### src/rtl/dmem_access_unit.sv
// Purpose: CPU load/store initiator for a word-organised data memory; sub-word stores use read-modify-write.
// Latency: from accept edge, done in cycle 2 (load, word store), 3 (sub-word store) or 1 (fault); wait states add.
// Backpressure: mem_ready stalls RD/WR with a wait-count abort; requests arriving while busy are dropped.
module dmem_access_unit #(
  parameter int unsigned TIMEOUT_CYCLES = 255
) (
  input  logic        clk,
  input  logic        rst_n,
  input  logic        req_valid,
  input  logic        req_we,
  input  logic [1:0]  req_size,
  input  logic        req_signed,
  input  logic [31:0] req_addr,
  input  logic [31:0] req_wdata,
  output logic        busy,
  output logic        done,
  output logic [1:0]  err,
  output logic [31:0] load_data,
  output logic        mem_req,
  output logic        mem_we,
  output logic [31:0] mem_addr,
  output logic [31:0] mem_wdata,
  input  logic [31:0] mem_rdata,
  input  logic        mem_ready
);

  typedef enum logic [1:0] {ST_IDLE, ST_RD, ST_WR, ST_RESP} state_e;

  localparam logic [1:0] SZ_BYTE     = 2'b00;
  localparam logic [1:0] SZ_HALF     = 2'b01;
  localparam logic [1:0] SZ_WORD     = 2'b10;
  localparam logic [1:0] ERR_OK      = 2'b00;
  localparam logic [1:0] ERR_ALIGN   = 2'b01;
  localparam logic [1:0] ERR_TIMEOUT = 2'b10;
  // Abort happens on the stalled cycle that would bring the count to TIMEOUT_CYCLES.
  localparam logic [7:0] WAIT_LAST   = 8'(TIMEOUT_CYCLES - 1);

  state_e      state_q;
  logic [7:0]  wait_cnt_q;
  logic        we_q;
  logic [1:0]  size_q;
  logic        sgn_q;
  logic [1:0]  off_q;
  logic [31:0] wdata_q;
  logic        busy_q;
  logic        done_q;
  logic [1:0]  err_q;
  logic [31:0] load_data_q;
  logic        mem_req_q;
  logic        mem_we_q;
  logic [31:0] mem_addr_q;
  logic [31:0] mem_wdata_q;

  logic        accept;
  logic        req_fault;
  logic [7:0]  rd_byte;
  logic [15:0] rd_half;
  logic [31:0] ld_ext;
  logic [31:0] merged;

  // Request acceptance and alignment/size legality of the incoming request.
  always_comb begin
    accept    = req_valid && !busy_q;
    req_fault = (req_size == 2'b11) ||
                ((req_size == SZ_HALF) && req_addr[0]) ||
                ((req_size == SZ_WORD) && (req_addr[1:0] != 2'b00));
  end

  // Lane extraction for loads and lane merge for sub-word stores, from the returned word.
  always_comb begin
    rd_byte = mem_rdata[{off_q, 3'b000} +: 8];
    rd_half = mem_rdata[{off_q[1], 4'b0000} +: 16];
    ld_ext  = mem_rdata;
    merged  = mem_rdata;
    case (size_q)
      SZ_BYTE: begin
        ld_ext = {{24{sgn_q & rd_byte[7]}}, rd_byte};
        merged[{off_q, 3'b000} +: 8] = wdata_q[7:0];
      end
      SZ_HALF: begin
        ld_ext = {{16{sgn_q & rd_half[15]}}, rd_half};
        merged[{off_q[1], 4'b0000} +: 16] = wdata_q[15:0];
      end
      default: begin
        ld_ext = mem_rdata;
        merged = wdata_q;
      end
    endcase
  end

  // Main FSM: all outputs are registered so the memory side stays stable across wait states.
  always_ff @(posedge clk or negedge rst_n) begin
    if (!rst_n) begin
      state_q     <= ST_IDLE;
      wait_cnt_q  <= 8'd0;
      we_q        <= 1'b0;
      size_q      <= 2'b00;
      sgn_q       <= 1'b0;
      off_q       <= 2'b00;
      wdata_q     <= 32'd0;
      busy_q      <= 1'b0;
      done_q      <= 1'b0;
      err_q       <= ERR_OK;
      load_data_q <= 32'd0;
      mem_req_q   <= 1'b0;
      mem_we_q    <= 1'b0;
      mem_addr_q  <= 32'd0;
      mem_wdata_q <= 32'd0;
    end else begin
      done_q <= 1'b0;
      case (state_q)
        ST_IDLE, ST_RESP: begin
          if (accept) begin
            we_q    <= req_we;
            size_q  <= req_size;
            sgn_q   <= req_signed;
            off_q   <= req_addr[1:0];
            wdata_q <= req_wdata;
            if (req_fault) begin
              state_q <= ST_RESP;
              done_q  <= 1'b1;
              err_q   <= ERR_ALIGN;
            end else begin
              wait_cnt_q <= 8'd0;
              busy_q     <= 1'b1;
              mem_req_q  <= 1'b1;
              mem_addr_q <= {2'b00, req_addr[31:2]};
              if (req_we && (req_size == SZ_WORD)) begin
                state_q     <= ST_WR;
                mem_we_q    <= 1'b1;
                mem_wdata_q <= req_wdata;
              end else begin
                state_q  <= ST_RD;
                mem_we_q <= 1'b0;
              end
            end
          end else begin
            state_q <= ST_IDLE;
          end
        end
        ST_RD: begin
          if (mem_ready) begin
            wait_cnt_q <= 8'd0;
            if (we_q) begin
              state_q     <= ST_WR;
              mem_we_q    <= 1'b1;
              mem_wdata_q <= merged;
            end else begin
              state_q     <= ST_RESP;
              load_data_q <= ld_ext;
              busy_q      <= 1'b0;
              mem_req_q   <= 1'b0;
              done_q      <= 1'b1;
              err_q       <= ERR_OK;
            end
          end else if (wait_cnt_q == WAIT_LAST) begin
            state_q   <= ST_RESP;
            busy_q    <= 1'b0;
            mem_req_q <= 1'b0;
            done_q    <= 1'b1;
            err_q     <= ERR_TIMEOUT;
          end else begin
            wait_cnt_q <= wait_cnt_q + 8'd1;
          end
        end
        ST_WR: begin
          if (mem_ready) begin
            wait_cnt_q <= 8'd0;
            state_q    <= ST_RESP;
            busy_q     <= 1'b0;
            mem_req_q  <= 1'b0;
            mem_we_q   <= 1'b0;
            done_q     <= 1'b1;
            err_q      <= ERR_OK;
          end else if (wait_cnt_q == WAIT_LAST) begin
            state_q   <= ST_RESP;
            busy_q    <= 1'b0;
            mem_req_q <= 1'b0;
            mem_we_q  <= 1'b0;
            done_q    <= 1'b1;
            err_q     <= ERR_TIMEOUT;
          end else begin
            wait_cnt_q <= wait_cnt_q + 8'd1;
          end
        end
        default: state_q <= ST_IDLE;
      endcase
    end
  end

  assign busy      = busy_q;
  assign done      = done_q;
  assign err       = err_q;
  assign load_data = load_data_q;
  assign mem_req   = mem_req_q;
  assign mem_we    = mem_we_q;
  assign mem_addr  = mem_addr_q;
  assign mem_wdata = mem_wdata_q;

endmodule

### config.mk
export PLATFORM = sky130hd
export DESIGN_NAME = dmem_access_unit
export DESIGN_NICKNAME = d
export VERILOG_FILES = /design/src/rtl/dmem_access_unit.sv
export SDC_FILE = /design/constraint.sdc
export NUM_CORES = 1
export LEC_CHECK = 0
export BUFFER_PORTS_ARGS = -buffer_cell sky130_fd_sc_hd__buf_2
export CORE_MARGIN = 10
export CORE_UTILIZATION = 30
export DETAILED_ROUTE_END_ITERATION = 10
export GPL_TIMING_DRIVEN = 0
export PLACE_DENSITY = 0.58
export SLEW_MARGIN = 20
export SYNTH_ARGS = -nofsm -noshare
export SYNTH_HDL_FRONTEND = slang
export SYNTH_SLANG_ARGS = --single-unit
### constraint.sdc
create_clock -name clk -period 3.1 [get_ports clk]
set_input_delay 0.62 -clock clk [delete_from_list [all_inputs] [get_ports clk]]
set_output_delay 0.62 -clock clk [all_outputs]
set_load 0.005 [all_outputs]
==> flow_metrics.tcl <==
set metrics [dict create \
    layout-drive-gt1-share 0.364 \
    vias 6474 \
    layout.nets 1040 \
    path_buf_inv 6 \
    grt_max_degree 83 \
    synthTopCellsByArea "dfrtp_1, mux2_2, nand2_1, nor2_1, o21ai_0" \
    clk_pin_slew_ns 0.07 \
    fin_crit_sh 0.905 \
    critical-path-max-stage-delay_ns 0.49 \
    clkSinkCount 147 \
    cts_setup_buffers 0 \
    cp_cell_sequence "inv_1, ha_1, buf_2, inv_1, clkbuf_1, a21oi_1, o21bai_1, buf_2, buf_1, a211oi_1, a21o_1" \
    hold_slack_ns 0.190 \
    drv_slew 0 \
    required_ns 3.41 \
    die-area_sq_um 31100 \
    totalWireLength_mm 25.7 \
    finalHoldViolCount 0 \
    clock.fmax_ghz 0.357 \
    p_per_area_nw_per_um2 1060 \
    synthCells 703 \
    grt_usage 0.162 \
    grt_pass1_vias 6611 \
    cp_max_fo 10 \
    ios 206 \
    nFillCells 2444 \
    root_buffer "clkbuf_16" \
    numPortBuffers 203 \
    synth.top_cell.area_share 0.501 \
    clk_latency_ns 0.42 \
    die_height_um 176 \
    synth-seq-cells 147 \
    die_x_um 176 \
    synth_area_sq_um 7340 \
    synth_most_common_cell "dfrtp_1" \
    relSlewSlack 0.480 \
    cp.arrival_ns 3.11 \
    syn_to_final_growth_pct 28.2 \
    leakage_nw 4.35 \
    grt_pass1_wl_mm 39.4 \
    ys_warn_count 0 \
    syn_area_per_cell_sq_um 10.4 \
    synthArstFlopShare 1.00 \
    overflow 0 \
    regArea_sq_um 3680 \
    ir_drop_uv 427 \
    yosysTopAreaCell "dfrtp_1" \
    r2r_slack_ns 0.30 \
    slowest_stage "buf_1" \
    synth_edf_count 0 \
    seq_area_frac_synth 0.501 \
    core_sq_um 24200 \
    gp_congestion 0.943 \
    ctsResizeCount 0 \
    dp_hpwl_mm 20.2 \
    min_period_ns 2.80 \
    multi_input_area_sq_um 3370 \
    crit_type "reg -> reg" \
    initial_utilization 0.304 \
    status "finished, final reports clean" \
    rsz0062_at_grt "no" \
    worst_pin_slew_ns 0.774 \
    cts_max_path_buffers 2 \
    synth_cell_types 54 \
    ys.flop_type "dfrtp_1" \
    cts_hold_buf 0 \
    power_w 0.00994 \
    cts_tree "built" \
    cts-htree-levels 4 \
    antenna_left 0 \
    drt-pass1-iter-count 8 \
    vias_per_cell 5.12 \
    numCtsBuffers 17 \
    crit_path_end_kind "flop" \
    drc 0 \
    critPathTopFamily "buffers and inverters" \
    fp-row-count 57 \
    drt_iter0_markers 615 \
    wl_per_cell_um 20.4 \
    antenna_found_initial 1 \
    hold_path_class "in -> async" \
    setup_violations 0 \
    worstSetupStartpointType "flop" \
    maxCapViolations 0 \
    yosys-top-cells-count "dfrtp_1, mux2_2, nand2_1" \
    finish.utilization 0.389 \
    fin_skew_ns 0.0104 \
]
[report_power, final]
| part | leakage [nW] | total [W] | internal (W) | switching (W) |
|---|---|---|---|---|
| Combinational | 2.25 | 0.00439 | 0.00190 | 0.00248 |
| Sequential | 1.80 | 0.00343 | 0.00282 | 0.000615 |
| Clock | 0.290 | 0.00212 | 0.00123 | 0.000888 |
[kinds of logic (layout without fill, tap and decap cells)]
family | count (synthesis) | count (layout) | share of synthesized area
muxes | 78 | 78 | 0.119
other | 1 | 3 | 0.000511
AOI/OAI and AO/OA | 210 | 210 | 0.205
buffers and inverters | 70 | 306 | 0.0407
adders and majority gates | 9 | 9 | 0.0153
xor gates and xnor gates | 4 | 4 | 0.00477
and+or+nand+nor | 184 | 184 | 0.114
DFF | 147 | 147 | 0.501
[metal layers]
layer  up-vias  global-route usage  part of all wire
li1       3039                   -                 -
met1      3132               0.213              0.44
met2       285               0.255              0.46
met3        18              0.0510             0.084
met4         0              0.0350             0.013
met5         -                   0                 0
[worst paths after layout]
check / start / endpoint / cells past startpoint
worst max-delay path: state_q[1] / mem_wdata[13] / 11
worst max register to register: state_q[1] / mem_wdata[13] / 11
max in group asynchronous: rst_n / mem_addr[14] / 2
min in group clk: req_addr[7] / mem_addr[5] / 2
worst min-delay path: rst_n / mem_wdata[3] / 1
worst min register to register: mem_wdata[11] / mem_wdata[11] / 1
[sequential cells by signal, indices dropped and copies added, names as in the netlist]
name	cells
busy	1
load_data	32
err	2
mem_we	1
mem_wdata	32
we_q	1
size_q	2
sgn_q	1
off_q	2
done	1
state_q	2
wait_cnt_q	8
mem_addr	30
wdata_q	32
[cells in the final DEF, fill, tap and decap left out, drive strengths merged, types with 7 or more instances in the layout]
cell type	instances
buf	227
a222oi	7
a32oi	7
nand3	15
o31ai	28
o21ai	42
a21o	10
clkbuf	50
nor3	7
o22ai	11
mux2	75
a221oi	16
nand3b	8
o2bb2ai	7
inv	22
nand2	73
a221o	16
a211oi	13
dfrtp	147
nor2	60
ha	9
a21oi	42
[stage by stage]
| step | cell area, sq um | instances | setup WS (ns) | TNS [ns] |
|---|---|---|---|---|
| after CTS | 9410 | 1264 | 0.290 | 0 |
| after global routing | 9410 | 1264 | 0.0358 | 0 |
| after floorplan | 7350 | 704 | 0.882 | 0 |
| final | 9410 | 1265 | 0.295 | 0 |
| after global placement | 8770 | 1231 | -0.935 | -134.14 |
| after detailed placement | 8810 | 1232 | 0.307 | 0 |
[final cells by class]
cell class | count | share of cell area
well taps | 324 | 0.0431
flip-flops and latches | 147 | 0.391
diodes | 1 | 0.000266
repair buffers | 204 | 0.112
clock inverters | 14 | 0.0175
inverters | 15 | 0.00598
multi-input cells | 487 | 0.358
clock buffers | 18 | 0.0467
plain buffers | 55 | 0.0258
No activity file was read; power rests on OpenSTA's default activity.
